$ cat config.mk
export PLATFORM = sky130hd
export DESIGN_NAME = riscv_selftest_seq
export DESIGN_NICKNAME = d
export VERILOG_FILES = /design/src/rtl/riscv_selftest_pkg.sv /design/src/rtl/riscv_selftest_seq_check_table.sv /design/src/rtl/riscv_selftest_seq.sv
export SDC_FILE = /design/constraint.sdc
export NUM_CORES = 1
export LEC_CHECK = 0
export CAP_MARGIN = 20
export CORE_MARGIN = 3
export CORE_UTILIZATION = 44
export DETAILED_ROUTE_END_ITERATION = 8
export HOLD_SLACK_MARGIN = 0.03
export PLACE_DENSITY = 0.77
export SLEW_MARGIN = 20
export SYNTH_ARGS = -nofsm -noshare
export SYNTH_HDL_FRONTEND = slang
export SYNTH_SLANG_ARGS = --single-unit
$ cat constraint.sdc
create_clock -name clk -period 4.62 [get_ports clk]
set_input_delay 0.924 -clock clk [delete_from_list [all_inputs] [get_ports clk]]
set_output_delay 0.924 -clock clk [all_outputs]
set_load 0.005 [all_outputs]
$ cat src/rtl/riscv_selftest_pkg.sv
// rtl/riscv_selftest_pkg.sv - shared types for the RISC-V self-test sequencer
// State encoding and the stored check entry (register index plus expected value).
package riscv_selftest_pkg;

  // Check values are stored zero-extended to this width so the table is XLEN-agnostic.
  localparam int MAX_XLEN = 64;

  typedef enum logic [2:0] {
    ST_IDLE,
    ST_LOAD,
    ST_CORE_RST,
    ST_RUN,
    ST_CHECK,
    ST_DONE
  } state_t;

  typedef struct packed {
    logic [4:0]          reg_idx;
    logic [MAX_XLEN-1:0] value;
  } chk_entry_t;

  function automatic chk_entry_t make_entry(input logic [4:0] r, input logic [MAX_XLEN-1:0] v);
    chk_entry_t e;
    e.reg_idx = r;
    e.value   = v;
    return e;
  endfunction

endpackage

$ cat src/rtl/riscv_selftest_seq_check_table.sv
// rtl/riscv_selftest_seq_check_table.sv - expected-value table for the self-test sequencer
// Entries are appended in arrival order and read back by index during the check phase.
module selftest_check_table
  import riscv_selftest_pkg::*;
#(
  parameter int NUM_CHECKS = 8,
  localparam int CIW = $clog2(NUM_CHECKS)
) (
  input  logic             clk,
  input  logic             rst,
  input  logic             clr,
  input  logic             wr_en,
  input  chk_entry_t       wr_entry,
  input  logic [CIW-1:0]   rd_idx,
  output chk_entry_t       rd_entry,
  output logic [CIW:0]     count,
  output logic             full
);

  chk_entry_t     entries [NUM_CHECKS];
  logic [CIW:0]   wr_ptr;

  assign count    = wr_ptr;
  assign full     = (wr_ptr == (CIW+1)'(NUM_CHECKS));
  assign rd_entry = entries[rd_idx];

  always_ff @(posedge clk or posedge rst) begin
    if (rst) begin
      wr_ptr <= '0;
    end else if (clr) begin
      wr_ptr <= '0;
    end else if (wr_en && !full) begin
      wr_ptr <= wr_ptr + 1'b1;
    end
  end

  // Payload storage carries no reset; only entries below count are ever read meaningfully.
  always_ff @(posedge clk) begin
    if (wr_en && !full) begin
      entries[wr_ptr[CIW-1:0]] <= wr_entry;
    end
  end

endmodule

$ cat src/rtl/riscv_selftest_seq.sv
// rtl/riscv_selftest_seq.sv - loads a program into a core, runs it for a cycle budget,
// then compares selected register-file contents against an expected-value table.
module riscv_selftest_seq
  import riscv_selftest_pkg::*;
#(
  parameter int XLEN       = 32,
  parameter int IMEM_DEPTH = 64,
  parameter int NUM_CHECKS = 8,
  parameter int CW         = 16,
  localparam int AW        = $clog2(IMEM_DEPTH),
  localparam int CIW       = $clog2(NUM_CHECKS)
) (
  input  logic             clk,
  input  logic             rst,
  input  logic             start,
  input  logic [CW-1:0]    run_cycles,
  input  logic             load_valid,
  output logic             load_ready,
  input  logic [XLEN-1:0]  load_data,
  input  logic             load_last,
  input  logic             chk_valid,
  output logic             chk_ready,
  input  logic [4:0]       chk_reg,
  input  logic [XLEN-1:0]  chk_value,
  output logic             imem_we,
  output logic [AW-1:0]    imem_waddr,
  output logic [XLEN-1:0]  imem_wdata,
  output logic             core_rst,
  output logic             core_run,
  output logic [4:0]       rf_raddr,
  input  logic [XLEN-1:0]  rf_rdata,
  output logic             busy,
  output logic             done,
  output logic             pass,
  output logic             load_ovf,
  output logic [CIW-1:0]   fail_idx,
  output logic [XLEN-1:0]  fail_value
);

  state_t          state, state_n;
  logic [AW-1:0]   word_cnt;
  logic [CW-1:0]   run_lat;
  logic [CW-1:0]   cyc_cnt;
  logic            crst_cnt;
  logic [CIW-1:0]  chk_idx;

  logic            start_acc;
  logic            ld_fire;
  logic            ovf_set;
  logic            chk_fire;
  logic            chk_pass;
  logic            chk_fail;

  chk_entry_t      rd_entry;
  logic [CIW:0]    chk_count;
  logic            chk_full;

  selftest_check_table #(
    .NUM_CHECKS (NUM_CHECKS)
  ) u_table (
    .clk      (clk),
    .rst      (rst),
    .clr      (start_acc),
    .wr_en    (chk_fire),
    .wr_entry (make_entry(chk_reg, MAX_XLEN'(chk_value))),
    .rd_idx   (chk_idx),
    .rd_entry (rd_entry),
    .count    (chk_count),
    .full     (chk_full)
  );

  assign imem_waddr = word_cnt;
  assign imem_wdata = load_data;

  always_comb begin
    state_n    = state;
    start_acc  = 1'b0;
    ld_fire    = 1'b0;
    ovf_set    = 1'b0;
    chk_fire   = 1'b0;
    chk_pass   = 1'b0;
    chk_fail   = 1'b0;
    load_ready = 1'b0;
    chk_ready  = 1'b0;
    imem_we    = 1'b0;
    core_rst   = 1'b0;
    core_run   = 1'b0;
    rf_raddr   = 5'd0;
    busy       = 1'b0;
    done       = 1'b0;

    case (state)
      ST_IDLE: begin
        core_rst = 1'b1;
        if (start) begin
          start_acc = 1'b1;
          state_n   = ST_LOAD;
        end
      end
      ST_LOAD: begin
        core_rst   = 1'b1;
        busy       = 1'b1;
        load_ready = 1'b1;
        chk_ready  = !chk_full;
        chk_fire   = chk_valid && !chk_full;
        ld_fire    = load_valid;
        imem_we    = load_valid;
        // The last memory slot ends the load even without load_last.
        if (load_valid) begin
          if (load_last) begin
            state_n = ST_CORE_RST;
          end else if (word_cnt == AW'(IMEM_DEPTH - 1)) begin
            ovf_set = 1'b1;
            state_n = ST_CORE_RST;
          end
        end
      end
      ST_CORE_RST: begin
        core_rst = 1'b1;
        busy     = 1'b1;
        if (crst_cnt) begin
          state_n = (run_lat == '0) ? ST_CHECK : ST_RUN;
        end
      end
      ST_RUN: begin
        busy     = 1'b1;
        core_run = 1'b1;
        if (cyc_cnt == run_lat - 1'b1) begin
          state_n = ST_CHECK;
        end
      end
      ST_CHECK: begin
        busy     = 1'b1;
        rf_raddr = rd_entry.reg_idx;
        if (chk_count == '0) begin
          chk_pass = 1'b1;
          state_n  = ST_DONE;
        end else if (rd_entry.value != MAX_XLEN'(rf_rdata)) begin
          chk_fail = 1'b1;
          state_n  = ST_DONE;
        end else if ((CIW+1)'(chk_idx) == chk_count - 1'b1) begin
          chk_pass = 1'b1;
          state_n  = ST_DONE;
        end
      end
      ST_DONE: begin
        done = 1'b1;
        if (start) begin
          start_acc = 1'b1;
          state_n   = ST_LOAD;
        end
      end
      default: begin
        state_n = ST_IDLE;
      end
    endcase
  end

  always_ff @(posedge clk or posedge rst) begin
    if (rst) begin
      state      <= ST_IDLE;
      word_cnt   <= '0;
      run_lat    <= '0;
      cyc_cnt    <= '0;
      crst_cnt   <= 1'b0;
      chk_idx    <= '0;
      pass       <= 1'b0;
      load_ovf   <= 1'b0;
      fail_idx   <= '0;
      fail_value <= '0;
    end else begin
      state    <= state_n;
      crst_cnt <= (state == ST_CORE_RST) ? ~crst_cnt : 1'b0;
      cyc_cnt  <= (state == ST_RUN) ? cyc_cnt + 1'b1 : '0;
      chk_idx  <= (state == ST_CHECK) ? chk_idx + 1'b1 : '0;

      if (start_acc) begin
        word_cnt   <= '0;
        run_lat    <= run_cycles;
        pass       <= 1'b0;
        load_ovf   <= 1'b0;
        fail_idx   <= '0;
        fail_value <= '0;
      end
      if (ld_fire) begin
        word_cnt <= word_cnt + 1'b1;
      end
      if (ovf_set) begin
        load_ovf <= 1'b1;
      end
      if (chk_pass) begin
        pass <= 1'b1;
      end
      if (chk_fail) begin
        fail_idx   <= chk_idx;
        fail_value <= rf_rdata;
      end
    end
  end

endmodule

==> results.toml <==
[drt]
antenna_left = 0
drc_errors = 0
initialDrtViolationCount = 587
drt-vias-per-instance = 5.53
drt-total-wl_um = 36200
routedWlPerCell_um = 21.3
vias = 9407
dr.pass1.iters = 5

[critical_path]
slowest_delay_ps = 840
critPathKind = "reg -> reg"
slowest_stage = "dfrtp_4"
crit_cells = 9
path_max_fanout = 42
crit_start = "chk_idx[0]$_DFF_PP0_"
rr_worst_depth = 9
endpoint_kind = "flip-flop"
rrSetupSlack_ps = 620
crit_buf_inv = 1
cp-start-kind = "flip-flop"
timing.rr.end = "fail_value[3]$_DFFE_PP0P_"
crit_family = "simple AND/OR/NAND/NOR gates"
regToRegStartpoint = "chk_idx[0]$_DFF_PP0_"
path_cells = "buf_4 -> mux2_2 -> o22ai_1 -> nor3_1 -> nand4b_1 -> nor4_2 -> nand4_2 -> nand2_4 -> mux2i_1"
cp.arrival_ps = 4440
crit_required_ps = 5060

[clocking]
cts_setup_buffers = 0
cts_resized = 0
cts_root_buf = "clkbuf_16"
path_clk_slew_ps = 60
ctsHoldBuffers = 0
clkLatencyLatePin_ps = 540
cts_tree = "done"
h-tree-depth = 2
cts.sinks = 382
cts_made_buffers = 39
cts_buffer_depth = 3

[synthesis]
synth.top_cells.by_count = "296 x edfxtp_1, 130 x nand2_1, 86 x dfrtp_1, 58 x mux2i_1, 55 x mux4_2"
muxShareOfSynthArea_pct = 13.3
synth_adder_area_share_pct = 0.607
synth_seq_cells = 382
synth_most_common_cell = "edfxtp_1"
synth_top_family_by_area = "multiplexers"
synth_cell_types = 67
synth-simple-area-share_pct = 7.73
synth_compound_area_share_pct = 3.75
synth_async_sr_flop_share_pct = 22.5
synth-xor-area-share_pct = 3.40
synth_top_area_share_pct = 53.9
synth_area_per_cell_um2 = 15.4
seq_area_frac_synth_pct = 66.9
yosys.area.top_type = "edfxtp_1"
synth_area_leaders = "edfxtp_1 54%, dfrtp_1 13%, mux4_2 7.5%, mux2i_1 3.5%, nand2_1 3.0%"
synth_edf_count = 296
syn_inst = 1071
ys_warn_count = 0
syn-num-nets = 1202
ys.flop_type = "edfxtp_1"
synth_area_mm2 = 0.0165

[layout]
fin_area_mm2 = 0.0195
fin_cells = 1700
fin_util_pct = 53.1
final_nets = 1331
drive_above_1_share_pct = 15.4
area_delta_synth_final_pct = 18.5

[die]
die_area_mm2 = 0.0399
initial_core_util_pct = 44.9
ios = 210
die_w_um = 200
core_region_area_mm2 = 0.0368
die_h_um = 200
rows = 70

[timing]
setup_total_negative_slack_ps = 0
min_period_ps = 4000
whs_ps = 411
layout_setup_ws_ps = 616
setup_viol = 0
finalHoldViolations = 0
slew_violations = 0
fin_crit_sh_pct = 86.7
slew-limit-headroom_pct = 45.1
max_freq_mhz = 250
tightestPinTransition_ps = 821
fin_skew_ps = 16.1
grt_setup_unrepaired = "no"

[global_routing]
first_global_vias = 9743
grt_pass1_wl_um = 55400
gr-total-overflow = 0
groute.usage.overall_pct = 18.2
grt_max_degree = 43
antenna_found_initial = 3

[run_status]
outcome = "complete, no violations"

[placed_design]
hpwl_um = 22900
io_buffers = 145
dpl.cell_count = 1627
placed_area_mm2 = 0.0182
pre_cts_slack_ps = 569
place_congestion = 0.832

[power_and_ir_drop]
finalPower_mw = 9.90
p_per_area_mw_per_mm2 = 506
leakage_nw = 7.05
irDropWorstVdd_v = 0.000338

[worst_hold_path]
whs_path_depth = 1
min_to = "crst_cnt$_DFF_PP0_"
min-delay-start = "crst_cnt$_DFF_PP0_"
hold_path_class = "reg -> reg"

[flow_run]
drv_cap = 0
cells in the final DEF, fill, tap and decap left out, drive strengths merged, types with 6 or more instances in the layout:
cell type / n
nor4: 6
mux4: 58
nand3: 11
clkinv: 11
a211oi: 6
clkdlybuf4s50: 145
nor3: 10
nor2: 36
dfrtp: 86
xor2: 17
o21ai: 24
nand4: 12
edfxtp: 296
o31ai: 6
o22ai: 15
nor2b: 9
or3: 10
xnor2: 47
clkbuf: 51
buf: 21
a21oi: 19
and3: 8
nand2: 131
ha: 8
mux2i: 58
mux2: 26
nand2b: 7
inv: 50
logic make-up (layout without fill, tap and decap cells):
logic type | count (synthesis) | after routing
buffers and inverters | 124 | 283
adder cells (fa/ha/maj) | 8 | 8
AND/OR/NAND/NOR | 257 | 257
other | 0 | 2
XOR/XNOR | 64 | 64
AO/OA/AOI/OAI | 94 | 94
multiplexers | 142 | 142
flip-flops | 382 | 382
worst max path at each step:
stage / slack (ps) / to
after floorplan: 150 / u_table.entries[0][0]$_DFFE_PP_
after global placement: 770 / fail_idx[2]$_DFFE_PP0P_
after detailed placement: 570 / fail_value[3]$_DFFE_PP0P_
after CTS: 540 / fail_value[3]$_DFFE_PP0P_
after global routing: 350 / fail_value[3]$_DFFE_PP0P_
final: 620 / fail_value[3]$_DFFE_PP0P_
area by class of cell:
cell class	count	area, um2
fillers	2939	17200
diodes	2	5.00
clock buffers	51	1050
well taps	468	586
flip-flops and latches	382	11000
inverters	46	175
repair buffers	166	1620
multi-input cells	565	4810
clock inverters	20	248
worst register-to-register path: stages (launching register included):
cell	delay, ps
dfrtp_4	840
buf_4	560
mux2_2	410
o22ai_1	190
nor3_1	70
nand4b_1	210
nor4_2	440
nand4_2	250
nand2_4	600
mux2i_1	330
power breakdown:
part / switching [mW] / total [mW] / internal (mW)
clock network: 1.32 / 3.18 / 1.86
logic: 1.09 / 2.19 / 1.09
registers: 0.368 / 4.53 / 4.16
total: 2.78 / 9.90 / 7.11
per-layer routing:
metal	global-route usage (%)	routed length, um
met1	23.9	14900
met2	30.2	17500
met3	3.51	2380
met4	7.26	1380
met5	0	25
flip-flops by register name, indices dropped and copies added, names as in the netlist:
register         count
fail_idx             3
fail_value          32
imem_waddr           6
state                3
pass                 1
chk_idx              3
crst_cnt             1
run_lat             16
u_table.entries    296
load_ovf             1
u_table.count        4
cyc_cnt             16
(Power assumes the default switching activity.)
